### src/rtl/axi4s_arb_pkg.sv
// Shared types and helpers for the packet-granular AXI4-Stream arbiter.
package axi4s_arb_pkg;

  // Upper bound on the number of sources that rr_pick can search.
  localparam int MAX_SRC = 16;

  // Arbiter state:
  //   state   | meaning
  //   ST_IDLE | no grant held; round-robin search over requesters this cycle
  //   ST_BUSY | grant locked to one source until its tlast beat is accepted
  typedef enum logic {
    ST_IDLE = 1'b0,
    ST_BUSY = 1'b1
  } arb_state_e;

  typedef struct packed {
    logic       found;
    logic [3:0] idx;
  } rr_pick_t;

  // First set bit of req searching ptr+1, ptr+2, ... modulo n_src.
  // Done as two linear passes (above ptr, then up to and including ptr)
  // so no modulo arithmetic is needed.
  function automatic rr_pick_t rr_pick(input logic [MAX_SRC-1:0] req,
                                       input logic [3:0]         ptr,
                                       input int                 n_src);
    rr_pick_t res;
    res = '0;
    for (int i = 0; i < MAX_SRC; i++) begin
      if (!res.found && (i < n_src) && (i > int'(ptr)) && req[i]) begin
        res.found = 1'b1;
        res.idx   = 4'(i);
      end
    end
    for (int i = 0; i < MAX_SRC; i++) begin
      if (!res.found && (i <= int'(ptr)) && req[i]) begin
        res.found = 1'b1;
        res.idx   = 4'(i);
      end
    end
    return res;
  endfunction

endpackage

### src/rtl/axis_reg_slice.sv
// Two-entry skid buffer for an AXI4-Stream channel. Outputs are registered,
// input ready is registered (high whenever the skid entry is empty), and the
// slice sustains one beat per cycle while the downstream side is ready.
module axis_reg_slice #(
  parameter int DATA_W = 64,
  parameter int USER_W = 1
) (
  input  logic              clk,
  input  logic              rst,
  input  logic [DATA_W-1:0] s_tdata,
  input  logic [USER_W-1:0] s_tuser,
  input  logic              s_tlast,
  input  logic              s_tvalid,
  output logic              s_tready,
  output logic [DATA_W-1:0] m_tdata,
  output logic [USER_W-1:0] m_tuser,
  output logic              m_tlast,
  output logic              m_tvalid,
  input  logic              m_tready
);

  logic [DATA_W-1:0] out_data_q, out_data_d;
  logic [USER_W-1:0] out_user_q, out_user_d;
  logic              out_last_q, out_last_d;
  logic              out_valid_q, out_valid_d;
  logic [DATA_W-1:0] skid_data_q, skid_data_d;
  logic [USER_W-1:0] skid_user_q, skid_user_d;
  logic              skid_last_q, skid_last_d;
  logic              skid_valid_q, skid_valid_d;
  logic              in_ready_q, in_ready_d;
  logic              s_hs;

  // Next-state: refill the output register from the skid entry first, else
  // straight from the input; park the input beat in the skid when stalled.
  always_comb begin
    out_data_d   = out_data_q;
    out_user_d   = out_user_q;
    out_last_d   = out_last_q;
    out_valid_d  = out_valid_q;
    skid_data_d  = skid_data_q;
    skid_user_d  = skid_user_q;
    skid_last_d  = skid_last_q;
    skid_valid_d = skid_valid_q;
    s_hs         = s_tvalid && in_ready_q;

    if (!out_valid_q || m_tready) begin
      if (skid_valid_q) begin
        // Input ready was low this cycle, so no new beat can collide here.
        out_data_d   = skid_data_q;
        out_user_d   = skid_user_q;
        out_last_d   = skid_last_q;
        out_valid_d  = 1'b1;
        skid_valid_d = 1'b0;
      end else begin
        out_valid_d = s_hs;
        if (s_hs) begin
          out_data_d = s_tdata;
          out_user_d = s_tuser;
          out_last_d = s_tlast;
        end
      end
    end else if (s_hs) begin
      skid_data_d  = s_tdata;
      skid_user_d  = s_tuser;
      skid_last_d  = s_tlast;
      skid_valid_d = 1'b1;
    end

    in_ready_d = !skid_valid_d;
  end

  // Slice registers; reset empties both entries and opens the input.
  always_ff @(posedge clk) begin
    if (rst) begin
      out_data_q   <= '0;
      out_user_q   <= '0;
      out_last_q   <= 1'b0;
      out_valid_q  <= 1'b0;
      skid_data_q  <= '0;
      skid_user_q  <= '0;
      skid_last_q  <= 1'b0;
      skid_valid_q <= 1'b0;
      in_ready_q   <= 1'b1;
    end else begin
      out_data_q   <= out_data_d;
      out_user_q   <= out_user_d;
      out_last_q   <= out_last_d;
      out_valid_q  <= out_valid_d;
      skid_data_q  <= skid_data_d;
      skid_user_q  <= skid_user_d;
      skid_last_q  <= skid_last_d;
      skid_valid_q <= skid_valid_d;
      in_ready_q   <= in_ready_d;
    end
  end

  assign s_tready = in_ready_q;
  assign m_tdata  = out_data_q;
  assign m_tuser  = out_user_q;
  assign m_tlast  = out_last_q;
  assign m_tvalid = out_valid_q;

endmodule

### src/rtl/axi4s_pkt_arbiter.sv
// Packet-granular round-robin arbiter: N_SRC AXI4-Stream sources share one
// registered master port. A grant is held from the first accepted beat of a
// packet through its tlast beat; one IDLE cycle separates packets.
module axi4s_pkt_arbiter
  import axi4s_arb_pkg::*;
#(
  parameter int N_SRC  = 4,
  parameter int DATA_W = 64,
  parameter int SRC_W  = (N_SRC < 2) ? 1 : $clog2(N_SRC)
) (
  input  logic                    clk,
  input  logic                    rst,
  input  logic [N_SRC*DATA_W-1:0] s_tdata,
  input  logic [N_SRC-1:0]        s_tvalid,
  input  logic [N_SRC-1:0]        s_tlast,
  output logic [N_SRC-1:0]        s_tready,
  output logic [DATA_W-1:0]       m_tdata,
  output logic                    m_tvalid,
  output logic                    m_tlast,
  output logic [SRC_W-1:0]        m_tid,
  input  logic                    m_tready,
  output logic                    busy
);

  arb_state_e        state_q, state_d;
  logic [SRC_W-1:0]  grant_q, grant_d;
  logic [SRC_W-1:0]  rr_ptr_q, rr_ptr_d;

  logic [MAX_SRC-1:0] req_pad;
  rr_pick_t           pick;

  logic [DATA_W-1:0] slice_in_data;
  logic              slice_in_last;
  logic              slice_in_valid;
  logic              slice_in_ready;
  logic              grant_hs;

  // Requests widened to the search width of rr_pick, then searched from rr_ptr+1.
  always_comb begin
    req_pad             = '0;
    req_pad[N_SRC-1:0]  = s_tvalid;
    pick                = rr_pick(req_pad, 4'(rr_ptr_q), N_SRC);
  end

  // Granted source is steered into the slice; only it sees ready.
  always_comb begin
    slice_in_valid = 1'b0;
    slice_in_data  = s_tdata[int'(grant_q)*DATA_W +: DATA_W];
    slice_in_last  = s_tlast[grant_q];
    s_tready       = '0;
    if (state_q == ST_BUSY) begin
      slice_in_valid    = s_tvalid[grant_q];
      s_tready[grant_q] = slice_in_ready;
    end
    grant_hs = slice_in_valid && slice_in_ready;
  end

  // Next state: IDLE picks the next requester; BUSY holds the grant until
  // the tlast beat is accepted, then parks the pointer on the finished source.
  always_comb begin
    state_d  = state_q;
    grant_d  = grant_q;
    rr_ptr_d = rr_ptr_q;
    case (state_q)
      ST_IDLE: begin
        if (pick.found) begin
          grant_d = SRC_W'(pick.idx);
          state_d = ST_BUSY;
        end
      end
      ST_BUSY: begin
        if (grant_hs && slice_in_last) begin
          rr_ptr_d = grant_q;
          state_d  = ST_IDLE;
        end
      end
      default: state_d = ST_IDLE;
    endcase
  end

  // Arbiter state registers; pointer resets to the last source so that the
  // first search after reset starts at source 0.
  always_ff @(posedge clk) begin
    if (rst) begin
      state_q  <= ST_IDLE;
      grant_q  <= '0;
      rr_ptr_q <= SRC_W'(N_SRC - 1);
    end else begin
      state_q  <= state_d;
      grant_q  <= grant_d;
      rr_ptr_q <= rr_ptr_d;
    end
  end

  assign busy = (state_q == ST_BUSY);

  axis_reg_slice #(
    .DATA_W (DATA_W),
    .USER_W (SRC_W)
  ) u_slice (
    .clk      (clk),
    .rst      (rst),
    .s_tdata  (slice_in_data),
    .s_tuser  (grant_q),
    .s_tlast  (slice_in_last),
    .s_tvalid (slice_in_valid),
    .s_tready (slice_in_ready),
    .m_tdata  (m_tdata),
    .m_tuser  (m_tid),
    .m_tlast  (m_tlast),
    .m_tvalid (m_tvalid),
    .m_tready (m_tready)
  );

endmodule

### config.mk
export PLATFORM = sky130hd
export DESIGN_NAME = axi4s_pkt_arbiter
export DESIGN_NICKNAME = d
export VERILOG_FILES = /design/src/rtl/axi4s_arb_pkg.sv /design/src/rtl/axis_reg_slice.sv /design/src/rtl/axi4s_pkt_arbiter.sv
export SDC_FILE = /design/constraint.sdc
export NUM_CORES = 1
export LEC_CHECK = 0
export CORE_ASPECT_RATIO = 1.4
export CORE_MARGIN = 4
export CORE_UTILIZATION = 40
export DETAILED_ROUTE_END_ITERATION = 16
export PLACE_DENSITY = 0.83
export SYNTH_ARGS = -nofsm -noshare
export SYNTH_HDL_FRONTEND = slang
export SYNTH_SLANG_ARGS = --single-unit
### constraint.sdc
create_clock -name clk -period 2.2 [get_ports clk]
set_input_delay 0.44 -clock clk [delete_from_list [all_inputs] [get_ports clk]]
set_output_delay 0.44 -clock clk [all_outputs]
set_load 0.02 [all_outputs]
==> flow_summary.ini <==
[power]
ir_drop_v = 0.000482
p_per_area_nw_per_um2 = 676
seqPwrFrac_pct = 35.7
switching_share_pct = 29.4
power.switching_mw = 2.32
p_int_mw = 5.55
clkPwrFrac_pct = 35.9
finalPower_mw = 7.87
cellLeakagePower_nw = 4.43
combPwrFrac_pct = 28.4

[sta]
max_slew_margin_pct = 66.4
fin_hold_ws_ns = 0.471
clock_skew_ns = 0.00947
drv_slew = 0
rsz0062_at_grt = false
setup_viol = 0
tightest_slew_ns = 0.504
fin_ws_ns = 0.240
period_share_pct = 89.1
min_period_ns = 1.96
hold_violations = 0
fmax_ghz = 0.510

[detailed_routing]
wl_per_cell_um = 20.4
ant_nets = 0
viasPerCell = 5.70
drt_wl_total_mm = 26.6
dr.pass1.iters = 5
first_iter_violations = 574
route.vias.total = 7442
drc = 0

[logic_synthesis]
synth-main-ff-cell = dfxtp_1
yosys_register_bits = 142
synth-edff-count = 0
synth_fp_nets = 1008
synth_compound_gate_area_share_pct = 17.1
synth_cells = 741
muxShareOfSynthArea_pct = 29.4
synth_top_family_by_area = multiplexers
synth_fa_ha_area_share_pct = 0
synth_cell_types = 33
synthXorXnorAreaFrac_pct = 0
synth-simple-area-share_pct = 9.10
synth_area_um2 = 7360
yosys_warnings = 0
synth.yosys.seq_area_share_pct = 38.6
syn_area_per_cell_um2 = 9.93
async_flop_share_pct = 0

[setup_path]
arrival_ns = 2.28
cp_cell_sequence = buf_4 -> mux2i_1 -> o22a_2 -> buf_4 -> o21ai_0 -> a21oi_1
slowest_stage = mux2i_1
critPathBufInv = 2
crit_family = compound AO/OA/AOI/OAI gates
crit_top_cell = buf_4
end_kind = flip-flop
path_max_fanout = 42
crit_path_max_incr_delay_ns = 0.40
path_class = reg -> reg
start_kind = flip-flop
cp.required_ns = 2.52

[cts]
cts_buffers = 17
cts_num_sinks = 142
clockBufferDepth = 2
clkTransAtPathRegs_ns = 0.06
cts_tree = done
clock_latency_ns = 0.41
htreeDepth = 4
ctsHoldBuffers = 0
cts_root_buffer = clkbuf_16

[finish]
area.growth.synth_to_final_pct = 58.3
layout-drive-gt1-share_pct = 13.8
nNetsFinal = 1318
fillers = 1497
register_area_um2 = 2850
fin_cells = 1305
multi_input_area_um2 = 4120
final_core_util_pct = 64.7

[global_route]
grt-ovfl-total = 0
grt_pass1_vias = 7697
antenna_found_initial = 1
track_usage_pct = 24.9
grt_max_degree = 43
grt_pass1_wl_mm = 40.9

[die]
row_count = 58
chipHeight_um = 168
die_area_um2 = 20700
start_util_pct = 40.9
ios = 340
die_width_um = 123
design.core.area_um2 = 18000

[placed_design]
place_ws_ns = -0.106
port_buffers = 339
dp_hpwl_mm = 19.5
placedCellCount = 1270
gp_congestion = 0.789

[run]
maxCapViolations = 0

[run_status]
status = completed

[worst_hold_path]
hold_path_class = reg -> reg
==> final timing paths <==
check	cells after the start	endpoint	startpoint	slack [ns]
worst max-delay path	6	u_slice.skid_data_q[25]	grant_q[1]	0.24
worst min-delay path	2	u_slice.m_tdata[26]	u_slice.m_tdata[26]	0.47
worst max register to register	6	u_slice.skid_data_q[25]	grant_q[1]	0.24
worst min register to register	2	u_slice.m_tdata[26]	u_slice.m_tdata[26]	0.47
==> cell type report <==
class | instances | share of cell area, %
Clock inverter | 14 | 1.24
Tap cell | 240 | 2.58
Clock buffer | 18 | 3.77
Inverter | 7 | 0.247
Multi-Input combinational cell | 510 | 35.4
Antenna cell | 1 | 0.0215
Timing Repair Buffer | 373 | 32.3
Sequential cell | 142 | 24.5
==> sequential cells by signal (all words and copies together) (netlist names), 2 cells and up <==
signal,cells
rr_ptr_q,2
u_slice.m_tdata,64
u_slice.skid_user_q,2
u_slice.m_tuser,2
u_slice.skid_data_q,64
grant_q,2
==> placed cells by master, fill, tap and decap left out, types with 2 or more instances in the layout <==
cell type and instances:
inv_1 5, mux2i_1 69, a21oi_1 72, inv_6 7, mux4_2 64, buf_12 9
dlymetal6s2s_1 2, mux2_2 3, o21ai_0 75, nand3_1 69, buf_4 25, dfxtp_4 2
dlygate4sd2_1 2, clkbuf_16 17, nand2_1 67, clkinvlp_4 2, clkdlybuf4s50_1 334, nor2_1 8
inv_8 2, inv_4 2, o22ai_1 65, dfxtp_1 139
==> stage by stage <==
step | cell area, um^2 | setup TNS, ns
after CTS | 11600 | 0
after global placement | 11000 | 0
after detailed placement | 11000 | -3.02
after floorplan | 7360 | 0
after global routing | 11600 | 0
final | 11600 | 0
==> cell families (layout without fill, tap and decap cells) <==
kind of cell / Yosys count / count (layout)
AO/OA/AOI/OAI: 223 / 223
buffers and inverters: 89 / 412
flip-flops: 142 / 142
multiplexers: 136 / 136
other: 0 / 1
AND/OR/NAND/NOR: 151 / 151
==> synthesized netlist by cell type, types with 7 or more instances <==
library cell | instances | area (um^2)
clkbuf_1 | 41 | 154
clkbuf_2 | 7 | 35.0
a21oi_1 | 72 | 360
o21ai_0 | 75 | 375
mux4_2 | 64 | 1440
o22ai_1 | 65 | 407
nand2_1 | 67 | 251
nand3_1 | 70 | 350
nor2_1 | 8 | 30.0
buf_2 | 25 | 125
dfxtp_1 | 142 | 2840
mux2i_1 | 69 | 691
==> layer usage <==
| metal | up-vias | share of wire (%) | GRT usage, % |
|---|---|---|---|
| met5 | - | 0 | 0 |
| met4 | 0 | 2.8 | 8.97 |
| met3 | 44 | 6.6 | 4.55 |
| met2 | 338 | 54 | 44.0 |
| met1 | 3629 | 37 | 30.1 |
| li1 | 3431 | - | - |
==> repair_timing <==
action                     in CTS  in global routing
setup endpoints to repair       4                  2
setup buffers                   2                  0
gates cloned                    0                  0
gates resized for setup         4                  2
hold endpoints to repair        0                  0
==> power groups by stage <==
stage                     clock network (mW)  registers [mW]  logic, mW
after floorplan                            0            2.99       1.02
after global placement                     0            2.87       2.18
after detailed placement                   0            2.88       2.22
after CTS                               2.86            2.81       2.25
after global routing                    2.98            2.83       2.39
final                                   2.82            2.81       2.24
==> worst min-delay path, cell delays in order, from the launching register on <==
cell and delay [ns]:
dfxtp_1 0.30, nand2_1 0.05, o22ai_1 0.06
No activity file was read; power rests on OpenSTA's default activity.
==> RTL edit: new RTL, config.mk and constraints unchanged <==
Set the package constant `MAX_SRC` to 17 (it was 16).
--- a/src/rtl/axi4s_arb_pkg.sv
+++ b/src/rtl/axi4s_arb_pkg.sv
@@ -2,7 +2,7 @@
 package axi4s_arb_pkg;
 
   // Upper bound on the number of sources that rr_pick can search.
-  localparam int MAX_SRC = 16;
+  localparam int MAX_SRC = 17;
 
   // Arbiter state:
   //   state   | meaning
Function: same outputs for any inputs over 4 cycles, from zero or initial values and one cycle with rst high; that may be too few to reach the edited logic, so the function may still have changed.
==> RTL edit against the original RTL <==
Final area is 0.17% lower. Setup slack got worse by 0.018 ns. Critical path depth fell by 1. Sequential cell count stayed put. Clock skew down 0.00053 ns. Wire length shrank 4.1%. Area after synthesis rose by 0.22%. Count of clock-buffer cells in the layout increased by 1. Die area grew 0.21%. Total power up 0.44%. Critical endpoint is now u_slice.m_tlast$_SDFFE_PP0P_. Largest power group unchanged. Highest routed layer unchanged.
==> RTL edit: results (changes against the original RTL) <==
{
  "outcome": {"value": "finished clean"},
  "static-leakage-power": {"value": 0.004441, "unit": "uW", "change": "+0.17%"},
  "layout_min_cycle_time": {"value": 1.978, "unit": "ns", "change": "+0.01770 ns"},
  "grt_first_pass_wirelength": {"value": 38.53, "unit": "mm", "change": "-5.8%"},
  "drt-initial-drc-count": {"value": 463, "change": "-19%"},
  "finalWeightedCongestion": {"value": 0.8244, "change": "+4.6%"},
  "post_route_cells_drive_above_1_share": {"value": 13.72, "unit": "%", "change": "-0.094 points"},
  "detailedPlacementHpwl": {"value": 18.87, "unit": "mm", "change": "-3.4%"},
  "place_area": {"value": 0.01102, "unit": "mm2", "change": "-0.17%"},
  "timing.reg2reg.setup_slack": {"value": 0.22, "unit": "ns", "change": "-0.02 ns"},
  "synth_compound_area_share": {"value": 16.61, "unit": "%", "change": "-0.46 points"},
  "grt_pass1_vias": {"value": 7454, "change": "-3.2%"},
  "number_of_antenna_violations_at_the_first_check_in_global_routing": {"value": 2, "change": "+1"},
  "post_synth_num_cell_types": {"value": 32, "change": "-3.0%"},
  "setup.worst_path.end": {"value": "u_slice.m_tlast$_SDFFE_PP0P_"},
  "synthTopCellsByCount": {"value": "dfxtp_1, a21oi_1, nand3_1, o21ai_0, mux2i_1"},
  "worstReg2RegEnd": {"value": "u_slice.m_tlast$_SDFFE_PP0P_"},
  "peakVddDrop": {"value": 534.7, "unit": "uV", "change": "+11%"},
  "worst-path-max-fanout": {"value": 26, "change": "-38%"},
  "path_delay_family": {"value": "multiplexers"},
  "grt_max_degree": {"value": 49, "change": "+14%"},
  "wirelength": {"value": 25.50, "unit": "mm", "change": "-4.1%"},
  "detail_route.vias_per_cell": {"value": 5.641, "change": "-1.1%"},
  "post-cts-setup-buffers": {"value": 0, "change": "-2"},
  "critPathMaxStageDelay": {"value": 0.47, "unit": "ns", "change": "+0.07 ns"},
  "max_slew.worst_pin.slew": {"value": 0.5191, "unit": "ns", "change": "+0.01517 ns"},
  "critPathArrivalTime": {"value": 2.25, "unit": "ns", "change": "-0.03 ns"},
  "routed_wire_length_per_instance": {"value": 19.53, "unit": "um", "change": "-4.2%"},
  "depth_of_the_most_critical_reg_to_reg_path": {"value": 5, "change": "-1"}
}
==> RTL edit: final cells by class <==
type                            instances  area, um2
Multi-Input combinational cell        511       4118
Antenna cell                            2      5.005
Timing Repair Buffer                  373       3734
Sequential cell                       142       2851
Clock inverter                         13      151.4
Tap cell                              240      300.3
Inverter                                6      25.02
Clock buffer                           19      442.9
Fill cell                            1450       6442
==> RTL edit: cells by family (layout without fill, tap and decap cells) <==
logic type	Yosys count	in the layout
other	0	2
multiplexers	136	136
buffers and inverters	88	411
flip-flops	142	142
AO/OA/AOI/OAI	219	219
AND/OR/NAND/NOR	156	156
==> RTL edit: power groups by stage <==
stage / Clock (uW) / Sequential, uW / Combinational (uW)
5_1_grt: 3040 / 2840 / 2350
4_1_cts: 2910 / 2820 / 2220
3_3_place_gp: 0 / 2870 / 2170
3_5_place_dp: 0 / 2880 / 2210
2_1_floorplan: 0 / 2990 / 1040
6_report: 2870 / 2820 / 2210
==> RTL edit: layer usage <==
metal	up-vias	global-route usage [%]	share of wire, %
li1	3431	-	-
met1	3560	27.70	37
met2	333	41.61	52
met3	43	4.713	6.9
met4	0	9.844	3.3
met5	-	0	0
==> RTL edit: how the worst min path moves through the flow <==
stage	slack, ns	to	depth (start not counted)	start
final	0.41	grant_q[0]$_SDFFE_PP0P_	4	rst
after global routing	0.44	grant_q[0]$_SDFFE_PP0P_	4	rst
after CTS	0.40	grant_q[0]$_SDFFE_PP0P_	4	rst
after detailed placement	0.46	u_slice.m_tdata[18]$_SDFFE_PP0P_	2	u_slice.m_tdata[18]$_SDFFE_PP0P_
after global placement	0.46	u_slice.m_tdata[43]$_SDFFE_PP0P_	2	u_slice.m_tdata[43]$_SDFFE_PP0P_
after floorplan	0.45	u_slice.skid_data_q[15]$_SDFFE_PP0P_	2	u_slice.skid_data_q[15]$_SDFFE_PP0P_
